$ cat src/rtl/dumbrv_spi_pkg.sv
// dumbrv_spi_pkg: shared FSM state encoding and SPI mode constants
// for the dumbrv SPI master.
package dumbrv_spi_pkg;

    typedef enum logic [2:0] {
        ST_IDLE,
        ST_SETUP,
        ST_SHIFT,
        ST_ACTIVE,
        ST_HOLD,
        ST_GAP
    } spi_state_e;

    localparam logic CPOL_LOW         = 1'b0;
    localparam logic CPOL_HIGH        = 1'b1;
    localparam logic CPHA_SAMPLE_LEAD = 1'b0;
    localparam logic CPHA_SHIFT_LEAD  = 1'b1;

endpackage

$ cat src/rtl/dumbrv_spi_clkdiv.sv
// dumbrv_spi_clkdiv: half-period tick generator, tick every div_i+1
// cycles; restart_i holds the count at zero.
module dumbrv_spi_clkdiv
    import dumbrv_spi_pkg::*;
#(
    parameter int DIV_W = 8
) (
    input  logic             clk,
    input  logic             rst_n,
    input  logic             restart_i,
    input  logic [DIV_W-1:0] div_i,
    output logic             tick_o
);

    logic [DIV_W-1:0] cnt_q;
    logic [DIV_W-1:0] cnt_d;

    assign tick_o = (cnt_q == div_i);

    // Wrap on tick so back-to-back halves have equal length.
    always_comb begin
        cnt_d = cnt_q + 1'b1;
        if (restart_i || tick_o) begin
            cnt_d = '0;
        end
    end

    // Counter register.
    always_ff @(posedge clk) begin
        if (!rst_n) begin
            cnt_q <= '0;
        end else begin
            cnt_q <= cnt_d;
        end
    end

endmodule

$ cat src/rtl/dumbrv_spi_master.sv
// dumbrv_spi_master: SPI master with per-word chip-select control,
// runtime mode and divider, MSB-first shifter.
module dumbrv_spi_master
    import dumbrv_spi_pkg::*;
#(
    parameter int NUM_CS = 2,
    parameter int DATA_W = 8,
    parameter int DIV_W  = 8,
    localparam int CS_W  = (NUM_CS > 1) ? $clog2(NUM_CS) : 1
) (
    input  logic              clk,
    input  logic              rst_n,
    input  logic              req_valid,
    output logic              req_ready,
    input  logic [CS_W-1:0]   req_cs,
    input  logic [DATA_W-1:0] req_wdata,
    input  logic              req_last,
    input  logic [DIV_W-1:0]  cfg_div,
    input  logic              cfg_cpol,
    input  logic              cfg_cpha,
    output logic              rsp_valid,
    output logic [DATA_W-1:0] rsp_rdata,
    output logic              spi_sck,
    output logic              spi_mosi,
    input  logic              spi_miso,
    output logic [NUM_CS-1:0] spi_cs
);

    localparam int HC_W = $clog2(2 * DATA_W);
    localparam logic [HC_W-1:0] HC_LAST = HC_W'(2 * DATA_W - 1);

    spi_state_e        state_q;
    logic [DIV_W-1:0]  div_q;
    logic              cpol_q;
    logic              cpha_q;
    logic [CS_W-1:0]   idx_q;
    logic              last_q;
    logic              pend_q;
    logic [DATA_W-1:0] wdata_q;
    logic [DATA_W-1:0] tx_q;
    logic [DATA_W-1:0] rx_q;
    logic [DATA_W-1:0] rdata_q;
    logic [HC_W-1:0]   hcnt_q;
    logic [NUM_CS-1:0] cs_q;
    logic              sck_q;
    logic              mosi_q;
    logic              rsp_q;
    logic              tick;
    logic              restart;

    // Out-of-range indices decode to no select at all.
    function automatic logic [NUM_CS-1:0] cs_dec(
        input logic [CS_W-1:0] idx
    );
        logic [NUM_CS-1:0] d;
        for (int i = 0; i < NUM_CS; i++) begin
            d[i] = (idx == CS_W'(i));
        end
        return d;
    endfunction

    // Sample-first mode pre-shifts since the MSB already sits on mosi.
    function automatic logic [DATA_W-1:0] tx_init(
        input logic [DATA_W-1:0] w,
        input logic              cpha
    );
        return (cpha == CPHA_SHIFT_LEAD) ? w : (w << 1);
    endfunction

    assign restart   = (state_q == ST_IDLE) || (state_q == ST_ACTIVE);
    assign req_ready = restart;
    assign rsp_valid = rsp_q;
    assign rsp_rdata = rdata_q;
    assign spi_sck   = sck_q;
    assign spi_mosi  = mosi_q;
    assign spi_cs    = cs_q;

    dumbrv_spi_clkdiv #(
        .DIV_W(DIV_W)
    ) u_clkdiv (
        .clk      (clk),
        .rst_n    (rst_n),
        .restart_i(restart),
        .div_i    (div_q),
        .tick_o   (tick)
    );

    // Transfer FSM, shifter and chip-select register.
    always_ff @(posedge clk) begin
        if (!rst_n) begin
            state_q <= ST_IDLE;
            div_q   <= '0;
            cpol_q  <= 1'b0;
            cpha_q  <= 1'b0;
            idx_q   <= '0;
            last_q  <= 1'b0;
            pend_q  <= 1'b0;
            wdata_q <= '0;
            tx_q    <= '0;
            rx_q    <= '0;
            rdata_q <= '0;
            hcnt_q  <= '0;
            cs_q    <= '0;
            sck_q   <= 1'b0;
            mosi_q  <= 1'b0;
            rsp_q   <= 1'b0;
        end else begin
            rsp_q <= 1'b0;
            unique case (state_q)
                ST_IDLE: begin
                    sck_q <= cfg_cpol;
                    if (req_valid) begin
                        div_q   <= cfg_div;
                        cpol_q  <= cfg_cpol;
                        cpha_q  <= cfg_cpha;
                        idx_q   <= req_cs;
                        last_q  <= req_last;
                        cs_q    <= cs_dec(req_cs);
                        mosi_q  <= req_wdata[DATA_W-1];
                        tx_q    <= tx_init(req_wdata, cfg_cpha);
                        state_q <= ST_SETUP;
                    end
                end
                ST_SETUP: begin
                    if (tick) begin
                        sck_q   <= ~sck_q;
                        hcnt_q  <= '0;
                        state_q <= ST_SHIFT;
                        if (cpha_q == CPHA_SAMPLE_LEAD) begin
                            rx_q <= {rx_q[DATA_W-2:0], spi_miso};
                        end else begin
                            mosi_q <= tx_q[DATA_W-1];
                            tx_q   <= tx_q << 1;
                        end
                    end
                end
                ST_SHIFT: begin
                    if (tick && (hcnt_q == HC_LAST)) begin
                        rsp_q   <= 1'b1;
                        rdata_q <= rx_q;
                        state_q <= last_q ? ST_HOLD : ST_ACTIVE;
                    end else if (tick) begin
                        sck_q  <= ~sck_q;
                        hcnt_q <= hcnt_q + 1'b1;
                        if (hcnt_q[0] ^ (cpha_q == CPHA_SHIFT_LEAD)) begin
                            rx_q <= {rx_q[DATA_W-2:0], spi_miso};
                        end else begin
                            mosi_q <= tx_q[DATA_W-1];
                            tx_q   <= tx_q << 1;
                        end
                    end
                end
                ST_ACTIVE: begin
                    sck_q <= cpol_q;
                    if (req_valid) begin
                        idx_q  <= req_cs;
                        last_q <= req_last;
                        if (req_cs == idx_q) begin
                            mosi_q  <= req_wdata[DATA_W-1];
                            tx_q    <= tx_init(req_wdata, cpha_q);
                            state_q <= ST_SETUP;
                        end else begin
                            wdata_q <= req_wdata;
                            pend_q  <= 1'b1;
                            state_q <= ST_HOLD;
                        end
                    end
                end
                ST_HOLD: begin
                    if (tick) begin
                        cs_q    <= '0;
                        sck_q   <= cpol_q;
                        state_q <= pend_q ? ST_GAP : ST_IDLE;
                    end
                end
                ST_GAP: begin
                    if (tick) begin
                        pend_q  <= 1'b0;
                        cs_q    <= cs_dec(idx_q);
                        mosi_q  <= wdata_q[DATA_W-1];
                        tx_q    <= tx_init(wdata_q, cpha_q);
                        state_q <= ST_SETUP;
                    end
                end
                default: state_q <= ST_IDLE;
            endcase
        end
    end

endmodule
$ cat config.mk
export PLATFORM = sky130hd
export DESIGN_NAME = dumbrv_spi_master
export DESIGN_NICKNAME = d
export VERILOG_FILES = /design/src/rtl/dumbrv_spi_pkg.sv /design/src/rtl/dumbrv_spi_clkdiv.sv /design/src/rtl/dumbrv_spi_master.sv
export SDC_FILE = /design/constraint.sdc
export NUM_CORES = 1
export LEC_CHECK = 0
export ABC_AREA = 1
export CAP_MARGIN = 20
export CORE_ASPECT_RATIO = 1.75
export CORE_UTILIZATION = 30
export CTS_BUF_LIST = sky130_fd_sc_hd__clkbuf_8
export DETAILED_ROUTE_END_ITERATION = 8
export GPL_TIMING_DRIVEN = 1
export PLACE_DENSITY = 0.55
export RECOVER_POWER = 25
export SLEW_MARGIN = 20
export SYNTH_ARGS = -nofsm -noshare
export SYNTH_HDL_FRONTEND = slang
export SYNTH_SLANG_ARGS = --single-unit
$ cat constraint.sdc
create_clock -name clk -period 1.58 [get_ports clk]
set_input_delay 0.316 -clock clk [delete_from_list [all_inputs] [get_ports clk]]
set_output_delay 0.316 -clock clk [all_outputs]
set_load 0.02 [all_outputs]
# Yosys cells after proc, flatten, opt, wreduce, memory -nomap -nowiden

Cells that the tools add are included.

Add/subtract/negate cells: 2
Eq/ne operators: 22
Muxes and demuxes: 56
Bitwise gates (word level): 6
Reductions and logical operators: 23

Operators by type and width:

| operator                                             | number |
|---|---|
| two-way mux 8 bit                                    | 17 |
| one-hot mux 8 bit (5 select lines)                   | 1 |
| two-way mux 3 bit                                    | 9 |
| != test 2 bit (second input constant)                | 13 |
| one-hot mux 3 bit (6 select lines)                   | 1 |
| two-way mux 1 bit                                    | 16 |
| one-hot mux 8 bit (2 select lines)                   | 1 |
| two-way mux 4 bit                                    | 3 |
| AND reduction 4 bit                                  | 3 |
| AND reduction 6 bit                                  | 2 |
| one-hot mux 1 bit (5 select lines)                   | 2 |
| AND reduction 10 bit                                 | 1 |
| nonzero test 5 bit                                   | 2 |
| adder 8 x 1 -> 8 bit (second input constant)         | 1 |
| equality test 8 bit                                  | 1 |
| one-hot mux 4 bit (2 select lines)                   | 1 |
| AND reduction 2 bit                                  | 4 |
| equality test 3 x 2 -> 1 bit (second input constant) | 2 |
| equality test 3 bit (second input constant)          | 2 |
| two-way mux 2 bit                                    | 3 |
| one-hot mux 2 bit (3 select lines)                   | 1 |
| AND reduction 3 bit                                  | 2 |
| inverter 1 bit                                       | 5 |
| adder 4 x 1 -> 4 bit (second input constant)         | 1 |
| other kinds (12)                                     | 15 |

Register bits: 65
Input port bits: 24

# Logic depth before layout (Yosys ltp)

Word-level depth: 5
Mapped depth: 13
Depth with buffers taken out: 13

# Modules after synthesis

From an unflattened synthesis, not the netlist that was laid out.

Cell total of the unflattened synthesis: 519
Area total of the unflattened synthesis: 3418.3 um^2

By module, submodules not included:

| module            | instances | cells an instance | area each (um^2) | sequential area each (um^2) |
|---|---|---|---|---|
| dumbrv_spi_master | 1         | 445               | 2924.1           | 1141.1 |
| dumbrv_spi_clkdiv | 1         | 74                | 494.2            | 160.2 |

# Least setup slack after synthesis

OpenSTA, ideal clock, no wires.

Kind: reg2reg
Start: register state_q[0]
End: register mosi_q, in the netlist spi_mosi
Arrival: 1.457 ns
Path slack: 0.060 ns
Cell stages (with the launch flop): 11
Cells stage by stage: dfxtp_1 > inv_2 > nor2_4 > nor2_1 > nor2_2 > nand2_2 > a21oi_4 > inv_4 > nor2_8 > nor2_2 > nor2_1

Cells in the longest elaborated chain, start to end: 3
Elaborated cells on any way between the ends: 17
Those cells by class: 13 x eq/ne; 1 x mux; 3 x reduce/logical

RTL lines:

| item                                                        | line                     | text |
|---|---|---|
| start, declared                                             | dumbrv_spi_master.sv:32  | `spi_state_e state_q;` |
| start signal, assigned                                      | dumbrv_spi_master.sv:141 | `state_q <= last_q ? ST_HOLD : ST_ACTIVE;` |
| start signal, assigned                                      | dumbrv_spi_master.sv:173 | `state_q <= pend_q ? ST_GAP : ST_IDLE;` |
| equality test 3 x 2 -> 1 bit (tied with other cells)        | dumbrv_spi_master.sv:109 | `unique case (state_q)` |
| nonzero test 5 bit (no source line) (tied with other cells) | --                       |  |
| AND reduction 10 bit (no source line)                       | --                       |  |
| end signal, assigned                                        | dumbrv_spi_master.sv:119 | `mosi_q <= req_wdata[DATA_W-1];` |
| end signal, assigned                                        | dumbrv_spi_master.sv:132 | `mosi_q <= tx_q[DATA_W-1];` |
| end signal, assigned                                        | dumbrv_spi_master.sv:148 | `mosi_q <= tx_q[DATA_W-1];` |
| end, declared                                               | dumbrv_spi_master.sv:46  | `logic mosi_q;` |

Parallel ways exist; a longest one is shown, timed or not.
A chain may end at the register's enable or synchronous reset.

# Worst setup path after layout

Start: register state_q[2]
End: output port req_ready

Cells in the longest elaborated chain, start to end: 2
Elaborated cells on any way between the ends: 3
Those cells by class: 1 x eq/ne; 2 x reduce/logical

RTL lines:

| item                                                              | line                    | text |
|---|---|---|
| equality test 3 x 2 -> 1 bit or logical NOT 3 bit (tied branches) | dumbrv_spi_master.sv:70 | `assign restart = (state_q == ST_IDLE) \|\| (state_q == ST_ACTIVE);` |
| logical OR 1 bit (*)                                              | dumbrv_spi_master.sv:70 |  |
| end, declared                                                     | dumbrv_spi_master.sv:14 | `output logic req_ready,` |

Every way passes the cells marked *; elsewhere a longest branch is shown, timed or not.

==> run metrics <==
outcome finished, violations left; failing checks DRC, setup timing; switching power roughly 3.4 mW; die area ~12,000 um^2; first-iteration detailed-routing DRC count 134; most frequent cells in the layout nand2_1 (126), nor2_1 (64), buf_4 (60), dfxtp_1 (52), inv_1 (42); Area growth syn-to-layout 44.0%; worst-skew pair later-pin latency 0.36 ns; maximum vdd drop 0.000670 V; Crit Path Category reg -> out; Synth cell types 39; Clk pin slew, worst setup/hold paths 0.08 ns; CTS H-tree depth 3; initial antenna violation count 0; Vias/cell 4.80; Syn Inst Count roughly 530; Wirelength per Cell 13.0 um; worst hold slack 0.460 ns; Synth Register Bits 65; WP data arrival 1.32 ns; HPWL Detailed 7390 um; Die W about 84 um; part of the power in registers 28.0%; NumNets Final 667; post-route ant nets 0; Design Power 7.93 mW; period utilization 103%; core area between 10,000 and 15,000 um^2; global-route wire length before repair 16,700 um; largest net degree at the start of global routing 40; routability congestion estimate from global placement between 0.8 and 0.9; via count between 3,000 and 4,000; DIE HEIGHT 146 um; crit-path max FO 5; Tightest Pin Transition 0.386 ns; Net Sw Frac 43.2%; Syn Nets 559; Hold Fails Final Rpt 0; yosys warns 0; Cell Int Power 4.51 mW; Fill cells 1,183; Pleak 2.34 nW; Std-Cell Rows 52; Slew headroom 74.2%; Critical Path Source Type flop; buffer levels on the longest clock path 2; P per Cell Area 1550 nW/um^2; antenna cell count 0; vias in the first global route 3,647; sequential-to-total area share from yosys stat 36.5%; root buf cell clkbuf_8; RSZ-0062 raised after global routing yes; Clock power frac 18.9%; Max Cap Viol 0; GRT Util Overall 17.1%; Mean Syn Cell Area roughly 6.7 um^2; Clock Sinks 65; commonest non-fill, non-tap cell in the layout nand2_1; share of layout cells above drive strength 1 approximately 30%; Post-synth EDFFs 0; Top FF cell, synth dfxtp_1; IO Port Bufs 37; Combinational Power Share 53.1%; Final Skew 0.00879 ns; GR Overflow Total 0; DR DRC count 6; fmax 613 MHz; Starting Density a little under a third; Worst Setup Slack, final -0.0515 ns; Async S/R FF share, synth 0%; final setup fails 30; Routed WL 10,200 um; Crit path largest cell delay 0.36 ns; CTS tree yes; CTS buffer count 9; I/O pin total 38; crit-path cells inv_4 -> nand3_2 -> inv_2 -> nor2_2 -> inv_1 -> clkdlybuf4s15_2; DR pass1 iterations 6; Slew Viols, Final 0; Critical-path top delay cell dfxtp_2; synthesized area 3560 um^2; critical path endpoint category primary output; Hold Crit Class reg -> reg; minimum clock period 1.63 ns; Crit path required time 1.26 ns
==> per-layer routing <==
layer / track usage [%] / up-vias / part of all wire, %
li1: - / 1933 / -
met3: 2.54 / 32 / 3.2
met1: 18.1 / 1720 / 39
met4: 9.41 / 0 / 3.8
met2: 32.0 / 67 / 54
met5: 0 / - / 0
==> synthesized netlist by cell type, types with 2 or more instances <==
cell type | n | share of area, %
a21oi_1 | 42 | 5.9
buf_2 | 3 | 0.42
buf_6 | 2 | 0.63
clkbuf_1 | 4 | 0.42
clkbuf_8 | 3 | 1.2
clkinv_1 | 2 | 0.21
dfxtp_1 | 65 | 37
ha_1 | 2 | 0.70
inv_1 | 49 | 5.2
inv_2 | 11 | 1.2
nand2_1 | 142 | 15
nand2_2 | 4 | 0.70
nand2_4 | 2 | 0.63
nand3_1 | 17 | 2.4
nand3_2 | 3 | 0.84
nand3_4 | 2 | 0.98
nand4_1 | 17 | 3.0
nor2_1 | 67 | 7.1
nor2_2 | 15 | 2.6
nor2_4 | 2 | 0.63
nor3_1 | 6 | 0.84
o211ai_1 | 2 | 0.42
o21ai_0 | 43 | 6.0
o21ai_1 | 4 | 0.56
o22ai_1 | 2 | 0.35
xnor2_1 | 5 | 1.2
xor2_1 | 5 | 1.2
==> critical path, delay by kind of cell, from the launching register on <==
family,cells,cell delay (ns)
buffers and inverters,4,0.40
flip-flops,1,0.36
AND/OR/NAND/NOR,2,0.20
==> logic make-up (layout without fill, tap and decap cells) <==
group           after synthesis  after routing  synth area share, %
simple gates                282            283                 36.0
compound gates               96             96                 14.2
fa+ha+maj                     2              2                0.702
buf+inv                      78            190                 10.2
xor+xnor                     10             10                 2.46
flops                        65             65                 36.5
==> per-stage QoR <==
step | setup WS [ns] | TNS, ns | utilization (%) | cells | instance area (um^2)
CTS | -0.0851 | -1.86 | 42.9 | 778 | 4970
floorplan | 0.0596 | 0 | - | 533 | 3560
global placement | -0.403 | -7.80 | 39.2 | 753 | 4540
detailed placement | -0.461 | -9.95 | 39.2 | 753 | 4540
finish | -0.0515 | -0.862 | 44.3 | 781 | 5130
global route | -0.192 | -5.05 | 44.3 | 781 | 5130
==> worst paths after layout <==
kind                                         from  slack, ns            to  cells after the start
worst min-delay path                       cpol_q       0.46        cpol_q                      2
worst max-delay path                   state_q[2]      -0.05     req_ready                      6
worst max register to register  u_clkdiv.cnt_q[4]      -0.05  rsp_rdata[5]                     10
worst min register to register             cpol_q       0.46        cpol_q                      2
==> registers in the layout (all words and copies together), names as in the netlist, 2 cells and up <==
signal          count
div_q               8
hcnt_q              4
rsp_rdata           8
rx_q                8
spi_cs              2
state_q             3
tx_q                8
u_clkdiv.cnt_q      8
wdata_q             8
==> power groups by stage <==
stage	Sequential (mW)	Clock, mW	Combinational, mW
after floorplan	2.23	0	2.39
after global placement	2.22	0	3.73
after detailed placement	2.23	0	3.79
after CTS	2.21	1.54	4.08
after global routing	2.27	1.61	4.68
final	2.22	1.50	4.21
==> area by class of cell <==
type                    instances  area, um^2  area share [%]
clock buffers                   9         124            2.42
clock inverters                 7        78.8            1.54
inverters                      63         246            4.81
multi-input cells             391        2130            41.6
flip-flops and latches         65        1320            25.7
well taps                     135         169            3.29
repair buffers                111        1060            20.6
==> repair_timing <==
action                     4_1_cts  5_1_grt
setup buffers                    7        4
resized for setup               60       46
pin swaps                       19       41
cloned                           2        1
setup endpoints to repair       49       49
hold buffers                     0        0
hold endpoints to repair         0        0
(Power assumes the default switching activity.)
